## src/rtl/multi_sprite_show_if.sv

```systemverilog
// Sprite renderer bus: shadow-table write port, frame controls,
// pixel request/response and the per-slot sprite ROM port.
interface multi_sprite_show_if #(
  parameter int NUM_SLOTS = 4,
  parameter int COORD_W   = 10,
  parameter int ADDR_W    = 9
);
  localparam int SLOT_W = (NUM_SLOTS > 1) ? $clog2(NUM_SLOTS) : 1;

  logic                        frame_start;
  logic                        anim_en;
  logic                        wr_en;
  logic [SLOT_W-1:0]           wr_slot;
  logic [COORD_W-1:0]          wr_x;
  logic [COORD_W-1:0]          wr_y;
  logic [2:0]                  wr_type;
  logic                        wr_valid;
  logic                        pix_req;
  logic [COORD_W-1:0]          pix_x;
  logic [COORD_W-1:0]          pix_y;
  logic [NUM_SLOTS*ADDR_W-1:0] rom_addr;
  logic [NUM_SLOTS*24-1:0]     rom_data;
  logic                        pix_ack;
  logic [23:0]                 pixel_out;
  logic                        pixel_hit;
  logic [SLOT_W-1:0]           pixel_slot;

  // Host / display controller side
  modport master (
    output frame_start, anim_en, wr_en, wr_slot, wr_x, wr_y, wr_type, wr_valid,
    output pix_req, pix_x, pix_y, rom_data,
    input  rom_addr, pix_ack, pixel_out, pixel_hit, pixel_slot
  );

  // Renderer side
  modport slave (
    input  frame_start, anim_en, wr_en, wr_slot, wr_x, wr_y, wr_type, wr_valid,
    input  pix_req, pix_x, pix_y, rom_data,
    output rom_addr, pix_ack, pixel_out, pixel_hit, pixel_slot
  );
endinterface

```

## src/rtl/multi_sprite_show.sv

```systemverilog
// Multi-slot sprite renderer. Double-buffered sprite table committed at
// frame start, animation frame counter, per-slot hit test and ROM
// addressing, then a 2-cycle pipeline resolving the winning opaque pixel.
module multi_sprite_show #(
  parameter int NUM_SLOTS = 4,
  parameter int SPRITE_W  = 15,
  parameter int SPRITE_H  = 15,
  parameter int COORD_W   = 10,
  parameter int FRAMES    = 2,
  parameter int ANIM_DIV  = 8,
  parameter int ADDR_W    = 9
) (
  input  logic                 clk,
  input  logic                 rst,
  multi_sprite_show_if.slave   bus
);
  localparam int SLOT_W     = (NUM_SLOTS > 1) ? $clog2(NUM_SLOTS) : 1;
  localparam int CNT_W      = (ANIM_DIV > 1) ? $clog2(ANIM_DIV) : 1;
  localparam int FRM_W      = (FRAMES > 1) ? $clog2(FRAMES) : 1;
  localparam int SPRITE_PIX = SPRITE_W * SPRITE_H;

  localparam logic [CNT_W-1:0]   CNT_LAST = CNT_W'(ANIM_DIV - 1);
  localparam logic [FRM_W-1:0]   FRM_LAST = FRM_W'(FRAMES - 1);
  localparam logic [COORD_W:0]   W_M1     = (COORD_W+1)'(SPRITE_W - 1);
  localparam logic [COORD_W:0]   H_M1     = (COORD_W+1)'(SPRITE_H - 1);
  localparam logic [ADDR_W-1:0]  PIX_A    = ADDR_W'(SPRITE_PIX);
  localparam logic [ADDR_W-1:0]  W_A      = ADDR_W'(SPRITE_W);

  logic [CNT_W-1:0]            frame_cnt_reg;
  logic [FRM_W-1:0]            anim_frame_reg;

  logic [NUM_SLOTS-1:0]        hit_vec;
  logic [NUM_SLOTS*3-1:0]      type_vec;
  logic [NUM_SLOTS*ADDR_W-1:0] rom_addr_vec;

  logic [NUM_SLOTS-1:0]        hit_s1_reg;
  logic [NUM_SLOTS*3-1:0]      type_s1_reg;
  logic                        req_s1_reg;

  logic [NUM_SLOTS-1:0]        opaque_vec;
  logic [NUM_SLOTS*24-1:0]     rgb_vec;

  logic                        win_found;
  logic [SLOT_W-1:0]           win_slot;
  logic [23:0]                 win_rgb;

  logic                        pix_ack_reg;
  logic                        pixel_hit_reg;
  logic [SLOT_W-1:0]           pixel_slot_reg;
  logic [23:0]                 pixel_out_reg;

  // Animation: count enabled frame starts, step the frame on each wrap
  always_ff @(posedge clk or posedge rst) begin
    if (rst) begin
      frame_cnt_reg  <= '0;
      anim_frame_reg <= '0;
    end else if (bus.frame_start && bus.anim_en) begin
      if (frame_cnt_reg == CNT_LAST) begin
        frame_cnt_reg  <= '0;
        anim_frame_reg <= (anim_frame_reg == FRM_LAST) ? '0 : anim_frame_reg + 1'b1;
      end else begin
        frame_cnt_reg <= frame_cnt_reg + 1'b1;
      end
    end
  end

  genvar gi;
  generate
    for (gi = 0; gi < NUM_SLOTS; gi++) begin : g_slot
      localparam logic [SLOT_W-1:0] SLOT_ID = SLOT_W'(gi);

      logic [COORD_W-1:0] sh_x_reg, sh_y_reg, act_x_reg, act_y_reg;
      logic [2:0]         sh_type_reg, act_type_reg;
      logic               sh_valid_reg, act_valid_reg;

      logic [COORD_W:0]   px, py, x_lo, x_hi, y_lo, y_hi, row, col;
      logic               hit;
      logic [ADDR_W-1:0]  addr;

      // Shadow entry accepts host writes at any time
      always_ff @(posedge clk or posedge rst) begin
        if (rst) begin
          sh_x_reg     <= '0;
          sh_y_reg     <= '0;
          sh_type_reg  <= '0;
          sh_valid_reg <= 1'b0;
        end else if (bus.wr_en && (bus.wr_slot == SLOT_ID)) begin
          sh_x_reg     <= bus.wr_x;
          sh_y_reg     <= bus.wr_y;
          sh_type_reg  <= bus.wr_type;
          sh_valid_reg <= bus.wr_valid;
        end
      end

      // Active entry snapshots the shadow at frame start; a colliding write
      // is not seen here until the following frame start
      always_ff @(posedge clk or posedge rst) begin
        if (rst) begin
          act_x_reg     <= '0;
          act_y_reg     <= '0;
          act_type_reg  <= '0;
          act_valid_reg <= 1'b0;
        end else if (bus.frame_start) begin
          act_x_reg     <= sh_x_reg;
          act_y_reg     <= sh_y_reg;
          act_type_reg  <= sh_type_reg;
          act_valid_reg <= sh_valid_reg;
        end
      end

      // Hit test in one extra bit so sprites near the edge clip, never wrap
      always_comb begin
        px   = {1'b0, bus.pix_x};
        py   = {1'b0, bus.pix_y};
        x_lo = {1'b0, act_x_reg};
        y_lo = {1'b0, act_y_reg};
        x_hi = x_lo + W_M1;
        y_hi = y_lo + H_M1;
        hit  = act_valid_reg && (px >= x_lo) && (px <= x_hi) && (py >= y_lo) && (py <= y_hi);
        row  = y_hi - py;   // ROM stores the bottom row first
        col  = px - x_lo;
        addr = '0;
        if (hit) begin
          addr = ADDR_W'(anim_frame_reg) * PIX_A + ADDR_W'(row) * W_A + ADDR_W'(col);
        end
      end

      assign hit_vec[gi]                        = hit;
      assign type_vec[gi*3 +: 3]                = act_type_reg;
      assign rom_addr_vec[gi*ADDR_W +: ADDR_W]  = addr;
    end
  endgenerate

  assign bus.rom_addr = rom_addr_vec;

  // Stage 0: hold hit vector, colour planes and request while the ROM reads
  always_ff @(posedge clk or posedge rst) begin
    if (rst) begin
      hit_s1_reg  <= '0;
      type_s1_reg <= '0;
      req_s1_reg  <= 1'b0;
    end else begin
      hit_s1_reg  <= hit_vec;
      type_s1_reg <= type_vec;
      req_s1_reg  <= bus.pix_req;
    end
  end

  generate
    for (gi = 0; gi < NUM_SLOTS; gi++) begin : g_dec
      logic [23:0] word;
      logic [4:0]  shamt;
      logic [2:0]  code;
      logic [23:0] rgb;

      // Pick this slot's 3-bit plane and map it to RGB888
      always_comb begin
        word  = bus.rom_data[gi*24 +: 24];
        shamt = 5'd21 - 5'd3 * 5'(type_s1_reg[gi*3 +: 3]);
        code  = 3'(word >> shamt);
        case (code[1:0])
          2'b00:   rgb = 24'h000000;
          2'b01:   rgb = 24'hFF0000;
          2'b10:   rgb = 24'h00FF00;
          default: rgb = 24'hFFFF00;
        endcase
      end

      assign opaque_vec[gi]        = hit_s1_reg[gi] && code[2];
      assign rgb_vec[gi*24 +: 24]  = rgb;
    end
  endgenerate

  // Priority: scan high to low so the lowest opaque slot overrides
  always_comb begin
    win_found = 1'b0;
    win_slot  = '0;
    win_rgb   = '0;
    for (int i = NUM_SLOTS - 1; i >= 0; i--) begin
      if (opaque_vec[i]) begin
        win_found = 1'b1;
        win_slot  = SLOT_W'(i);
        win_rgb   = rgb_vec[i*24 +: 24];
      end
    end
  end

  // Stage 1: register the resolved pixel; idle cycles output zeros
  always_ff @(posedge clk or posedge rst) begin
    if (rst) begin
      pix_ack_reg    <= 1'b0;
      pixel_hit_reg  <= 1'b0;
      pixel_slot_reg <= '0;
      pixel_out_reg  <= '0;
    end else begin
      pix_ack_reg    <= req_s1_reg;
      pixel_hit_reg  <= req_s1_reg && win_found;
      pixel_slot_reg <= (req_s1_reg && win_found) ? win_slot : '0;
      pixel_out_reg  <= (req_s1_reg && win_found) ? win_rgb : '0;
    end
  end

  assign bus.pix_ack    = pix_ack_reg;
  assign bus.pixel_hit  = pixel_hit_reg;
  assign bus.pixel_slot = pixel_slot_reg;
  assign bus.pixel_out  = pixel_out_reg;
endmodule
```

## src/flat_wrapper.sv

```systemverilog
// flat-port wrapper written by rule: the top's interface ports become plain ports
module multi_sprite_show_flat 
#(
  parameter int NUM_SLOTS = 4,
  parameter int SPRITE_W  = 15,
  parameter int SPRITE_H  = 15,
  parameter int COORD_W   = 10,
  parameter int FRAMES    = 2,
  parameter int ANIM_DIV  = 8,
  parameter int ADDR_W    = 9
)
  (clk, rst, bus_frame_start, bus_anim_en, bus_wr_en, bus_wr_slot, bus_wr_x, bus_wr_y, bus_wr_type, bus_wr_valid, bus_pix_req, bus_pix_x, bus_pix_y, bus_rom_data, bus_rom_addr, bus_pix_ack, bus_pixel_out, bus_pixel_hit, bus_pixel_slot);
  multi_sprite_show_if #(.NUM_SLOTS(NUM_SLOTS), .COORD_W(COORD_W), .ADDR_W(ADDR_W)) bus_i ();
  input  logic clk;
  input  logic rst;
  input wire logic [$bits(bus_i.frame_start)-1:0] bus_frame_start;
  input wire logic [$bits(bus_i.anim_en)-1:0] bus_anim_en;
  input wire logic [$bits(bus_i.wr_en)-1:0] bus_wr_en;
  input wire logic [$bits(bus_i.wr_slot)-1:0] bus_wr_slot;
  input wire logic [$bits(bus_i.wr_x)-1:0] bus_wr_x;
  input wire logic [$bits(bus_i.wr_y)-1:0] bus_wr_y;
  input wire logic [$bits(bus_i.wr_type)-1:0] bus_wr_type;
  input wire logic [$bits(bus_i.wr_valid)-1:0] bus_wr_valid;
  input wire logic [$bits(bus_i.pix_req)-1:0] bus_pix_req;
  input wire logic [$bits(bus_i.pix_x)-1:0] bus_pix_x;
  input wire logic [$bits(bus_i.pix_y)-1:0] bus_pix_y;
  input wire logic [$bits(bus_i.rom_data)-1:0] bus_rom_data;
  output wire logic [$bits(bus_i.rom_addr)-1:0] bus_rom_addr;
  output wire logic [$bits(bus_i.pix_ack)-1:0] bus_pix_ack;
  output wire logic [$bits(bus_i.pixel_out)-1:0] bus_pixel_out;
  output wire logic [$bits(bus_i.pixel_hit)-1:0] bus_pixel_hit;
  output wire logic [$bits(bus_i.pixel_slot)-1:0] bus_pixel_slot;
  assign bus_i.frame_start = bus_frame_start;
  assign bus_i.anim_en = bus_anim_en;
  assign bus_i.wr_en = bus_wr_en;
  assign bus_i.wr_slot = bus_wr_slot;
  assign bus_i.wr_x = bus_wr_x;
  assign bus_i.wr_y = bus_wr_y;
  assign bus_i.wr_type = bus_wr_type;
  assign bus_i.wr_valid = bus_wr_valid;
  assign bus_i.pix_req = bus_pix_req;
  assign bus_i.pix_x = bus_pix_x;
  assign bus_i.pix_y = bus_pix_y;
  assign bus_i.rom_data = bus_rom_data;
  assign bus_rom_addr = bus_i.rom_addr;
  assign bus_pix_ack = bus_i.pix_ack;
  assign bus_pixel_out = bus_i.pixel_out;
  assign bus_pixel_hit = bus_i.pixel_hit;
  assign bus_pixel_slot = bus_i.pixel_slot;
  multi_sprite_show #(.NUM_SLOTS(NUM_SLOTS), .SPRITE_W(SPRITE_W), .SPRITE_H(SPRITE_H), .COORD_W(COORD_W), .FRAMES(FRAMES), .ANIM_DIV(ANIM_DIV), .ADDR_W(ADDR_W)) u_core (.clk(clk), .rst(rst), .bus(bus_i));
endmodule
```

## config.mk

```make
export PLATFORM = sky130hd
export DESIGN_NAME = multi_sprite_show_flat
export DESIGN_NICKNAME = d
export VERILOG_FILES = /design/src/rtl/multi_sprite_show_if.sv /design/src/rtl/multi_sprite_show.sv /design/src/flat_wrapper.sv
export SDC_FILE = /design/constraint.sdc
export NUM_CORES = 1
export LEC_CHECK = 0
export CORE_MARGIN = 2
export CORE_UTILIZATION = 54
export DETAILED_ROUTE_END_ITERATION = 8
export PLACE_DENSITY = 0.8
export SETUP_SLACK_MARGIN = 0.15
export SLEW_MARGIN = 10
export SYNTH_ARGS = -nofsm -noshare
export SYNTH_HDL_FRONTEND = slang
export SYNTH_SLANG_ARGS = --single-unit
```

## constraint.sdc

```tcl
create_clock -name clk -period 13.4 [get_ports clk]
set_input_delay 2.68 -clock clk [delete_from_list [all_inputs] [get_ports clk]]
set_output_delay 2.68 -clock clk [all_outputs]
set_load 0.01 [all_outputs]
```

==> run_summary.xml <==
<?xml version="1.0" encoding="UTF-8"?>
<metrics>
  <group name="timing">
    <metric name="rsz0062_at_grt" unit="">false</metric>
    <metric name="fmaxAchievable" unit="MHz">81.1</metric>
    <metric name="final.period_utilization" unit="">0.920</metric>
    <metric name="final_hold_vios" unit="">0</metric>
    <metric name="setup_viol" unit="">0</metric>
    <metric name="fin_tns_setup" unit="ps">0</metric>
    <metric name="timing_max_transition_violations_final" unit="">0</metric>
    <metric name="final_critical_path_setup_slack" unit="ps">1070</metric>
    <metric name="layout_min_cycle_time" unit="ps">12330</metric>
    <metric name="max_slew_margin" unit="">0.261</metric>
    <metric name="tightest_slew" unit="ps">1110</metric>
    <metric name="fin_skew" unit="ps">6.56</metric>
  </group>
  <group name="clock_network">
    <metric name="clk-insertion-delay-late" unit="ps">540</metric>
    <metric name="tritoncts.num_buffers" unit="">25</metric>
    <metric name="numClockSinks" unit="">219</metric>
    <metric name="post_cts_hold_buffer_count" unit="">0</metric>
    <metric name="tritoncts" unit="">yes</metric>
    <metric name="clock_slew_at_the_register_clock_pins_of_the_worst_setup_and_hold_paths" unit="ps">60</metric>
    <metric name="clockRootBuffer" unit="">clkbuf_16</metric>
    <metric name="htreeDepth" unit="">1</metric>
    <metric name="cts.repair.resized" unit="">0</metric>
    <metric name="ctsLongestPathBuffers" unit="">3</metric>
    <metric name="cts_post_setup_buffers_inserted" unit="">0</metric>
  </group>
  <group name="final_layout">
    <metric name="area_occupied_by_multi_input_gates" unit="um2">14300</metric>
    <metric name="finalCoreUtilization" unit="">0.635</metric>
    <metric name="layout-drive-gt1-share" unit="">0.113</metric>
    <metric name="num-nets-final" unit="">2781</metric>
    <metric name="filler_cell_count" unit="">3095</metric>
    <metric name="area_overhead_vs_synth" unit="%">15.8</metric>
    <metric name="seqCellArea" unit="um2">5480</metric>
  </group>
  <group name="yosys">
    <metric name="yosys_warnings" unit="">0</metric>
    <metric name="synth.mux.area_fraction" unit="">0.148</metric>
    <metric name="main_combinational_cell_family_by_area_after_synthesis" unit="">adder cells</metric>
    <metric name="synth_cell_area" unit="um2">21300</metric>
    <metric name="yosys.area.top_type" unit="">dfrtp_1</metric>
    <metric name="post_synth_main_area_contributors" unit="">dfrtp_1, ha_1, fa_1, mux2_2, mux4_2</metric>
    <metric name="yosys.area_share.xor_xnor" unit="">0.0601</metric>
    <metric name="syn_inst" unit="">2058</metric>
    <metric name="syn_avg_cell_area" unit="um2">10.3</metric>
    <metric name="ys_seq_area_frac" unit="">0.258</metric>
    <metric name="synth_fa_ha_area_frac" unit="">0.272</metric>
    <metric name="synth-compound-area-share" unit="">0.106</metric>
    <metric name="netlist.area_leader.share" unit="">0.258</metric>
    <metric name="synthSimpleGateAreaFrac" unit="">0.0848</metric>
    <metric name="post_synth_num_cell_types" unit="">79</metric>
    <metric name="ys_dominant_reg_cell" unit="">dfrtp_1</metric>
    <metric name="synth_edf_count" unit="">0</metric>
    <metric name="ys_async_sr_fraction" unit="">1.00</metric>
    <metric name="synth_seq_cells" unit="">219</metric>
  </group>
  <group name="hold_path">
    <metric name="hold_path_startpoint" unit="">u_core.g_slot[2].act_type_reg[2]</metric>
    <metric name="tightest_hold_check_type" unit="">reg -&gt; reg</metric>
  </group>
  <group name="critical_path">
    <metric name="timing.rr.start" unit="">u_core.type_s1_reg[3]</metric>
    <metric name="path_depth" unit="">24</metric>
    <metric name="critical_path.endpoint_type" unit="">output port</metric>
    <metric name="r2r_setup_slack" unit="ps">8910</metric>
    <metric name="data_arrival_time_of_the_critical_path" unit="ps">9650</metric>
    <metric name="worst-path-buf-inv" unit="">5</metric>
    <metric name="crit_start" unit="">bus_pix_y[1]</metric>
    <metric name="critical_path.most_common_cell" unit="">fa_1</metric>
    <metric name="timing.setup.critical_path_class" unit="">in -&gt; out</metric>
    <metric name="crit_path_cells" unit="">clkdlybuf4s50_1 &gt; buf_4 &gt; inv_1 &gt; ha_1 &gt; nor2b_1 &gt; o21ai_1 &gt; a21boi_1 &gt; or4_1 &gt; o311ai_1 &gt; inv_1 &gt; fa_1 &gt; fa_1 &gt; fa_1 &gt; fa_1 &gt; ha_1 &gt; a21oi_1 &gt; o21ai_1 &gt; a21o_1 &gt; a21oi_1 &gt; xor2_1 &gt; xnor3_1 &gt; xor2_1 &gt; nor2_1 &gt; clkdlybuf4s50_1</metric>
    <metric name="critical_path.slowest_cell" unit="">clkdlybuf4s50_1</metric>
    <metric name="worstSetupEndpoint" unit="">bus_rom_addr[17]</metric>
    <metric name="crit_fanout" unit="">13</metric>
    <metric name="max_stage_delay" unit="ps">580</metric>
    <metric name="crit_path_launch_type" unit="">input port</metric>
    <metric name="r2r-end" unit="">u_core.bus.pixel_out[15]</metric>
    <metric name="crit_family" unit="">adder cells</metric>
    <metric name="worst_r2r_path_depth" unit="">11</metric>
    <metric name="cp.required" unit="ps">10720</metric>
  </group>
  <group name="detailed_routing">
    <metric name="vias" unit="">15984</metric>
    <metric name="wl_cell" unit="um">19.5</metric>
    <metric name="first_pass_iters" unit="">6</metric>
    <metric name="wirelength" unit="mm">54.2</metric>
    <metric name="route.detailed.drc" unit="">0</metric>
    <metric name="post_drt_via_cell_ratio" unit="">5.74</metric>
    <metric name="drt.antenna.violating_nets" unit="">0</metric>
    <metric name="initialDrtViolationCount" unit="">1088</metric>
  </group>
  <group name="place">
    <metric name="placement.io_buffers" unit="">203</metric>
    <metric name="routabilityCongestion" unit="">0.958</metric>
    <metric name="place_hpwl" unit="mm">43.1</metric>
    <metric name="preCtsSetupSlack" unit="ps">1120</metric>
  </group>
  <group name="grt">
    <metric name="grt_max_degree" unit="">140</metric>
    <metric name="grt_first_pass_wirelength" unit="mm">86.7</metric>
    <metric name="grt_antenna_before_repair" unit="">0</metric>
    <metric name="overflow" unit="">0</metric>
    <metric name="grtUsageTotal" unit="">0.266</metric>
    <metric name="grt_pass1_vias" unit="">16182</metric>
  </group>
  <group name="floorplanning">
    <metric name="fp.dieH" unit="um">202</metric>
    <metric name="initial_utilization" unit="">0.549</metric>
    <metric name="core_area" unit="um2">38700</metric>
    <metric name="floorplan.die_area" unit="um2">41000</metric>
    <metric name="io_pins" unit="">212</metric>
    <metric name="die_width" unit="um">202</metric>
    <metric name="std_cell_rows" unit="">72</metric>
  </group>
  <group name="outcome">
    <metric name="run_status" unit="">complete, no violations</metric>
  </group>
  <group name="run">
    <metric name="maxCapViolations" unit="">0</metric>
  </group>
</metrics>
## worst min-delay path by stage
stage	to	slack, ps	cells past startpoint
after global placement	u_core.type_s1_reg[9]	350	0
after floorplan	u_core.type_s1_reg[0]	350	0
final	u_core.type_s1_reg[8]	370	0
after global routing	u_core.type_s1_reg[8]	380	0
after CTS	u_core.type_s1_reg[8]	370	0
after detailed placement	u_core.type_s1_reg[5]	360	0
## cell families (layout without fill, tap and decap cells)
| kind of cell | after synthesis | count (layout) |
|---|---|---|
| AOI/OAI and AO/OA | 358 | 358 |
| muxes | 210 | 210 |
| buffers and inverters | 367 | 566 |
| other | 1 | 10 |
| xor gates and xnor gates | 138 | 138 |
| adders and majority gates | 388 | 388 |
| and+or+nand+nor | 377 | 377 |
| DFF | 219 | 219 |
## area by class of cell
class / count / area share
clock inverter: 15 / 0.00849
sequential: 219 / 0.223
multi-input combinational: 1479 / 0.580
timing repair buffer: 226 / 0.0895
tap: 518 / 0.0263
antenna: 2 / 0.000203
inverter: 294 / 0.0452
clock buffer: 31 / 0.0272
## metrics by stage
step | std cells | hold WS (ps) | instance area [um2]
after floorplan | 2065 | 350 | 21300
after global placement | 2736 | 354 | 23700
after detailed placement | 2736 | 359 | 23700
after CTS | 2782 | 372 | 24600
after global routing | 2782 | 380 | 24600
final | 2784 | 371 | 24600
## worst reg2reg max path: stages, from the launching register on
cell      delay (ps)
dfrtp_1          940
ha_1             910
inv_1            170
fa_1             470
xor2_1           510
mux4_2           590
nand2_1           80
o21ai_0          120
o221ai_1         260
nor2_1            80
a21oi_1          130
and3_1           170
## Yosys cell counts, types with 7 or more instances
| cell type | number |
|---|---|
| xnor2_1 | 106 |
| inv_1 | 291 |
| dfrtp_1 | 219 |
| a31oi_1 | 9 |
| a21oi_1 | 73 |
| o31ai_1 | 7 |
| xor2_1 | 27 |
| nor3_1 | 24 |
| fa_1 | 122 |
| nor2_1 | 77 |
| mux2_2 | 118 |
| and2_1 | 8 |
| nor4_1 | 9 |
| and3_1 | 7 |
| o21ai_0 | 114 |
| mux2i_1 | 22 |
| mux4_2 | 55 |
| nand4_1 | 14 |
| a2111oi_0 | 12 |
| ha_1 | 266 |
| nor2b_1 | 18 |
| mux4_1 | 12 |
| buf_2 | 11 |
| a211oi_1 | 12 |
| o211ai_1 | 13 |
| nand2b_1 | 12 |
| buf_4 | 22 |
| o21a_1 | 23 |
| o21ai_1 | 17 |
| clkbuf_1 | 28 |
| nand2_1 | 137 |
| nor3b_1 | 8 |
| nand3_1 | 38 |
| a21o_1 | 26 |
## metal layers
metal,vias to the layer above,part of all wire,track usage
met1,7901,0.44,0.368
met4,0,0.037,0.0892
met5,-,0,0
li1,7505,-,-
met3,117,0.046,0.0302
met2,461,0.47,0.437
## layout by cell type (no fill, tap or decap), types with 8 or more instances in the layout
master           instances
a2111oi_0               12
a211oi_1                12
a21o_1                  26
a21oi_1                 73
a31oi_1                  9
and2_1                   8
buf_4                   24
clkbuf_16               25
clkdlybuf4s50_1        202
conb_1                   8
dfrtp_1                219
fa_1                   122
ha_1                   266
inv_1                  290
mux2_2                 118
mux2i_1                 22
mux4_1                  12
mux4_2                  55
nand2_1                137
nand2b_1                12
nand3_1                 38
nand4_1                 14
nor2_1                  77
nor2b_1                 18
nor3_1                  24
nor4_1                   9
o211ai_1                13
o21a_1                  23
o21ai_0                114
o21ai_1                 17
xnor2_1                106
xor2_1                  27
Power is not shown: default switching activity piles up to over one toggle a cycle in this logic, so the estimate is an artifact.
